### src/rtl/ascon_perm_sched_2rc.sv
// ascon_perm_sched_2rc: round scheduler for an external 2-round-per-cycle
// ASCON permutation datapath (p12 / p8 / p6).
// Optional feature: define ASCON_SCHED_ABORT_EN to add an abort input that
// cancels a running permutation and returns to IDLE without a done pulse.
module ascon_perm_sched_2rc (
    input  logic         clk,
    input  logic         rst,
`ifdef ASCON_SCHED_ABORT_EN
    input  logic         abort,
`endif
    input  logic         start,
    input  logic [1:0]   rounds_sel,
    input  logic [319:0] state_in,
    output logic         ready,
    output logic         busy,
    output logic         done,
    output logic [319:0] state_out,
    output logic         dp_init,
    output logic         dp_inc,
    output logic [3:0]   dp_const,
    output logic [319:0] dp_xi,
    input  logic [319:0] dp_xo
);

    localparam int unsigned SW = 320;
    localparam int unsigned KW = 3;
    localparam int unsigned CW = 4;

    localparam logic [1:0] S_IDLE = 2'd0;
    localparam logic [1:0] S_LOAD = 2'd1;
    localparam logic [1:0] S_RUN  = 2'd2;
    localparam logic [1:0] S_DONE = 2'd3;

    logic [1:0]    state, state_nxt;
    logic [KW-1:0] k, k_nxt;
    logic [KW-1:0] n_tgt, n_tgt_nxt;
    logic [SW-1:0] sout_nxt;
    logic [KW-1:0] n_sel;
    logic          abort_hit;
    logic          last_cyc;

    // First round index for a given two-round cycle count: 12 - 2N.
    function automatic logic [CW-1:0] const_of(input logic [KW-1:0] n);
        return CW'(5'd12 - {1'b0, n, 1'b0});
    endfunction

`ifdef ASCON_SCHED_ABORT_EN
    assign abort_hit = abort;
`else
    assign abort_hit = 1'b0;
`endif

    // Cycle target from the round selection; the reserved code runs p12.
    always_comb begin
        case (rounds_sel)
            2'b01:   n_sel = KW'(4);
            2'b10:   n_sel = KW'(3);
            default: n_sel = KW'(6);
        endcase
    end

    // Final RUN cycle: the datapath output then carries all 2N rounds.
    assign last_cyc = ({1'b0, k} + 4'd1) >= {1'b0, n_tgt};

    // Next-state and output decode.
    always_comb begin
        state_nxt = state;
        k_nxt     = k;
        n_tgt_nxt = n_tgt;
        sout_nxt  = state_out;
        ready     = 1'b0;
        busy      = 1'b0;
        done      = 1'b0;
        dp_init   = 1'b0;
        dp_inc    = 1'b0;
        dp_const  = const_of(n_tgt);
        dp_xi     = '0;
        case (state)
            S_IDLE, S_DONE: begin
                ready = 1'b1;
                done  = (state == S_DONE);
                if (start) begin
                    n_tgt_nxt = n_sel;
                    k_nxt     = '0;
                    dp_const  = const_of(n_sel);
                    dp_xi     = state_in;
                    dp_init   = 1'b1;
                    state_nxt = S_LOAD;
                end else begin
                    state_nxt = S_IDLE;
                end
            end
            S_LOAD: begin
                busy = 1'b1;
                if (abort_hit) begin
                    k_nxt     = '0;
                    state_nxt = S_IDLE;
                end else begin
                    dp_xi     = dp_xo;
                    k_nxt     = KW'(1);
                    dp_inc    = (n_tgt > KW'(1));
                    state_nxt = S_RUN;
                end
            end
            S_RUN: begin
                busy = 1'b1;
                if (abort_hit) begin
                    k_nxt     = '0;
                    state_nxt = S_IDLE;
                end else begin
                    dp_xi = dp_xo;
                    if (last_cyc) begin
                        sout_nxt  = dp_xo;
                        k_nxt     = n_tgt;
                        state_nxt = S_DONE;
                    end else begin
                        k_nxt  = k + KW'(1);
                        dp_inc = 1'b1;
                    end
                end
            end
            default: state_nxt = S_IDLE;
        endcase
    end

    // State, counters and result register.
    always_ff @(posedge clk or negedge rst) begin
        if (!rst) begin
            state     <= S_IDLE;
            k         <= '0;
            n_tgt     <= KW'(6);
            state_out <= '0;
        end else begin
            state     <= state_nxt;
            k         <= k_nxt;
            n_tgt     <= n_tgt_nxt;
            state_out <= sout_nxt;
        end
    end

endmodule

### config.mk
export PLATFORM = sky130hd
export DESIGN_NAME = ascon_perm_sched_2rc
export DESIGN_NICKNAME = d
export VERILOG_FILES = /design/src/rtl/ascon_perm_sched_2rc.sv
export SDC_FILE = /design/constraint.sdc
export NUM_CORES = 1
export LEC_CHECK = 0
export CAP_MARGIN = 20
export CORE_AREA = 2 2 510 512
export CTS_BUF_LIST = sky130_fd_sc_hd__clkbuf_8
export DETAILED_ROUTE_END_ITERATION = 10
export DIE_AREA = 0 0 512 514
export PLACE_DENSITY_LB_ADDON = 0.25
export SETUP_SLACK_MARGIN = 0.4
export SLEW_MARGIN = 20
export SYNTH_ARGS = -nofsm -noshare
export SYNTH_HDL_FRONTEND = slang
export SYNTH_SLANG_ARGS = --single-unit
export TNS_END_PERCENT = 50
### constraint.sdc
create_clock -name clk -period 2.9 [get_ports clk]
set_clock_uncertainty 0.2 [all_clocks]
set_input_delay 0.58 -clock clk [delete_from_list [all_inputs] [get_ports clk]]
set_output_delay 0.58 -clock clk [all_outputs]
set_load 0.01 [all_outputs]
* Word level (Yosys, flattened, before mapping)
Cells that the tools add are included.
Storage, ports and cells: bits in registers 328, bits of input ports 645, output and inout bits 649, word-level logic and storage cells 40
Cells by class: $add $sub $neg 4, order comparisons 2, equality and inequality tests 7, multiplexer cells 18, reductions and logical operators 5
Operators by type and width (number):
- case mux 320 bit (2 select lines) | 1
- 2-to-1 mux 320 bit | 1
- case mux 3 bit (3 select lines) | 1
- 2-to-1 mux 4 bit | 2
- subtractor 4 bit (first input constant) | 2
- 2-to-1 mux 1 bit | 7
- == test 2 bit (second input constant) | 3
- 2-to-1 mux 3 bit | 2
- case mux 2 bit (3 select lines) | 1
- case mux 3 bit (2 select lines) | 1
- adder 3 x 1 -> 4 bit (second input constant) | 1
- == test 2 x 1 -> 1 bit (second input constant) | 2
- >= comparator 4 x 3 -> 1 bit | 1
- != test 2 bit (second input constant) | 2
- AND reduction 2 bit | 2
- OR reduction 2 bit | 2
- adder 3 x 1 -> 3 bit (second input constant) | 1
- > comparator 3 x 1 -> 1 bit (second input constant) | 1
- zero test 2 bit | 1
- 2-to-1 mux 2 bit | 1
- case mux 1 bit (2 select lines) | 1

* Depth between registers and ports, before layout
word-level depth 5, mapped depth 9, mapped depth without buffers 7

* Worst setup path after synthesis
OpenSTA, ideal clock, no wires.
path kind flip-flop to output port, start register k[0], end output dp_inc, arrival 1.930 ns, setup slack 0.190 ns, cell stages (with the launch flop) 7, buffers on the path 0, cell sequence dfrtp_1 -> ha_1 -> ha_1 -> nor3b_1 -> o21ai_4 -> or2_2 -> a21oi_1
Between the ends: word-level cells in the longest chain between the ends 4
Ends and longest elaborated chain:
- start: declaration | line 35 | logic [KW-1:0] k, k_nxt;
- start signal: assignment | line 135 | k <= k_nxt;
- adder 3 x 1 -> 4 bit | line 63 | assign last_cyc = ({1'b0, k} + 4'd1) >= {1'b0, n_tgt};
- >= comparator 4 x 3 -> 1 bit | line 63
- 2-to-1 mux 1 bit | line 112 | if (last_cyc) begin
- case mux 1 bit (2 select lines) | line 78 | case (state)
- end: declaration | line 19 | output logic dp_inc,
No other way between the ends.

* Worst setup path after layout
start register state[1], end output dp_xi[176]
Between the ends: word-level cells in the longest chain between the ends 3, elaborated cells between the ends (all ways) 7
Ends and longest elaborated chain:
- start: declaration | line 34 | logic [1:0] state, state_nxt;
- start signal: assignment | line 134 | state <= state_nxt;
- == test 2 bit, or another cell as far along | line 78
- OR reduction 2 bit (no line)
- case mux 320 bit (2 select lines) (*) | line 78
- end: declaration | line 21 | output logic [319:0] dp_xi,
Every way passes the cells marked *; elsewhere a longest branch is shown, timed or not.

==> results.yml <==
logic_synthesis:
  synth_area_sq_um: 17100
  ys_ff_latch: 328
  syn_avg_cell_area_sq_um: 15.1
  syn_inst: 1137
  synth_seq_area_share_pct: 47.9
  yosysUniqueCellTypes: 29
  syn_nets: 1794
  synth-warning-count: 0
routing:
  ant_nets: 0
  firstDrtPassIters: 5
  vias: 18312
  routedWlPerCell_microns: 31.6
  viasPerCell: 2.95
  first_iter_violations: 971
  totalWireLength_microns: 196000
  drc: 0
cells_and_area:
  final_nets: 3362
  final_cells: 6213
  layout-drive-gt1-share_pct: 43.5
  area.growth.synth_to_final_pct: 128
  fin_util_pct: 15.2
global_route:
  grt_pass1_wl_microns: 240000
  grt_overflow: 0
  track_usage_pct: 14.4
  grt_pass1_vias: 19143
  grt_max_degree: 48
  grt_antenna_before_repair: 179
job:
  max_cap_violations: 0
die:
  core_area_sq_um: 258000
  io_pins: 1294
  initial_utilization_pct: 6.64
  fp.dieH_microns: 514
  die_w_microns: 512
  die_area_sq_um: 263000
  rows: 187
critical_path:
  r2r_end: "state_out[146]"
  setup.worst_path.start_class: "register"
  rr_worst_depth: 11
  cp.required_ps: 2120
  path_class: "reg -> out"
  cp-end-kind: "output port"
  crit_fanout: 10
  r2r_slack_ps: 120
  reg2reg_from: "k[0]"
  critical_path_arrival_ps: 2710
min_path:
  hp-class: "in -> async"
cts:
  root_buffer: "clkbuf_8"
  cts.htree.levels: 3
  cts.sink_count: 328
  cts_made_buffers: 77
  clock_latency_ps: 780
  cts_tree: "yes"
  clock_path_buffers: 3
  cts.clk_slew.worst_paths_ps: 60
timing:
  relSlewSlack_pct: 39.1
  final_hold_viol_count: 0
  period_needed_ps: 3490
  period_share_pct: 120
  worst_pin_slew_ps: 914
  max_freq_ghz: 0.286
  tns_ps: -141760
  finalWorstSetupSlack_ps: -594
  setup_viol: 326
  final_max_slew_viol_count: 0
  rsz0062_at_grt: "yes"
power_and_ir_drop:
  p_per_area_nw_per_um2: 1450
  ir_worst_vdd_v: 0.000835
  leakage_nw: 17.0
place:
  io_buffers: 1292
  hpwl_microns: 166000
  gp_congestion: 0.913
  placedCellCount: 5894
outcome:
  status: "finished with violations"
  violations: "negative setup slack"
## metrics by stage
| step | worst slack, ps | power [mW] | cell area, sq um | hold WS, ps |
|---|---|---|---|---|
| 4_1_cts | -773 | 57.0 | 38700 | 56.1 |
| 6_report | -594 | 56.6 | 39100 | 167 |
| 2_1_floorplan | 320 | 24.0 | 17200 | 84.4 |
| 3_3_place_gp | -569 | 45.4 | 35300 | 288 |
| 3_5_place_dp | -575 | 45.4 | 35300 | 294 |
| 5_1_grt | -765 | 59.6 | 39000 | 68.5 |
## cell usage in the layout (no fill, tap or decap), drive strengths merged
master,count
mux2,320
nand2,12
clkbuf,97
a21oi,1
dfstp,2
a22o,320
inv,42
clkinvlp,1
ha,12
bufinv,2
nand3,1
dlygate4sd2,2
nor2,3
buf,631
conb,1
o21ai,12
a31oi,2
clkdlybuf4s18,7
xor2,2
dlygate4sd3,1
a22oi,1
or2,1
dfrtp,326
nor3b,1
nor3,1
clkinv,10
mux2i,3
clkdlybuf4s15,74
diode,49
clkdlybuf4s50,874
## cell usage after synthesis
library cell / n / share of area (%)
nand2_1: 11 / 0.24
ha_1: 12 / 0.88
a31oi_1: 2 / 0.073
buf_1: 6 / 0.13
nand2_8: 1 / 0.12
o21ai_1: 1 / 0.029
o21ai_4: 1 / 0.095
conb_1: 1 / 0.022
nor3b_1: 1 / 0.044
dfrtp_1: 326 / 48
a22oi_1: 1 / 0.044
nand3_1: 1 / 0.029
buf_12: 33 / 3.9
o21ai_0: 10 / 0.29
nor3_1: 1 / 0.029
mux2_4: 300 / 26
clkbuf_1: 43 / 0.94
a22o_1: 320 / 16
buf_4: 3 / 0.13
inv_2: 2 / 0.044
a21oi_1: 1 / 0.029
buf_2: 21 / 0.61
inv_1: 8 / 0.18
xor2_1: 2 / 0.10
dfstp_2: 2 / 0.31
or2_2: 1 / 0.037
nor2_1: 3 / 0.066
mux2i_1: 3 / 0.18
mux2_2: 20 / 1.3
## power by group
group | internal [mW] | switching, mW
sequential | 7.07 | 1.55
combinational | 22.9 | 19.3
clock | 3.02 | 2.77
total | 33.0 | 23.6
## worst max path at each step
stage,cells after the start,start,endpoint
after detailed placement,7,start,dp_xi[134]
after floorplan,7,k[0],dp_inc
after global placement,7,start,dp_xi[134]
final,9,state[1],dp_xi[176]
after global routing,10,state[0],dp_xi[30]
after CTS,9,state[1],dp_xi[179]
## metal layers
metal	wire [microns]	vias to the layer above	GRT usage (%)	part of all wire, %
li1	-	7659	-	-
met1	73300	8935	15.7	37
met2	85400	1214	22.0	43
met3	30800	368	10.2	16
met4	6120	136	4.16	3.1
met5	882	-	0	0.45
## registers in the layout, summed over array words and instances (netlist names)
| signal | cells |
|---|---|
| n_tgt | 3 |
| state_out | 320 |
| k | 3 |
| state | 2 |
## logic make-up (layout without fill, tap and decap cells)
group / after synthesis / count (layout) / share of synthesized area, %
adders and majority gates: 12 / 12 / 0.876
DFF: 328 / 328 / 47.9
muxes: 323 / 323 / 27.8
AOI/OAI and AO/OA: 336 / 336 / 16.9
and+or+nand+nor: 19 / 19 / 0.562
xor gates and xnor gates: 2 / 2 / 0.102
buffers and inverters: 116 / 1741 / 5.89
other: 1 / 50 / 0.0219
## worst max-delay path, cell delays in order (launching register included)
cell and delay [ps]:
dfrtp_1 410, ha_4 320, buf_8 140, inv_16 60, buf_16 150, buf_16 150, buf_8 150, buf_16 140
a22o_1 230, buf_2 140
## timing repair
item / 4_1_cts / 5_1_grt
hold buffers: 1 / 0
gates cloned: 33 / 6
setup buffers: 87 / 7
endpoints found under the hold margin: 88 / 0
pin swaps: 48 / 21
endpoints found under the setup margin: 962 / 877
resized for setup: 1814 / 30
## cell type report
class / instances / area (sq um)
sequential: 328 / 8210
clock buffer: 91 / 1250
tap: 3402 / 4260
antenna: 49 / 123
inverter: 10 / 66.3
fill: 28848 / 219000
timing repair buffer: 1595 / 16600
multi-input combinational: 693 / 8340
clock inverter: 45 / 268
No activity file was read; power rests on OpenSTA's default activity.
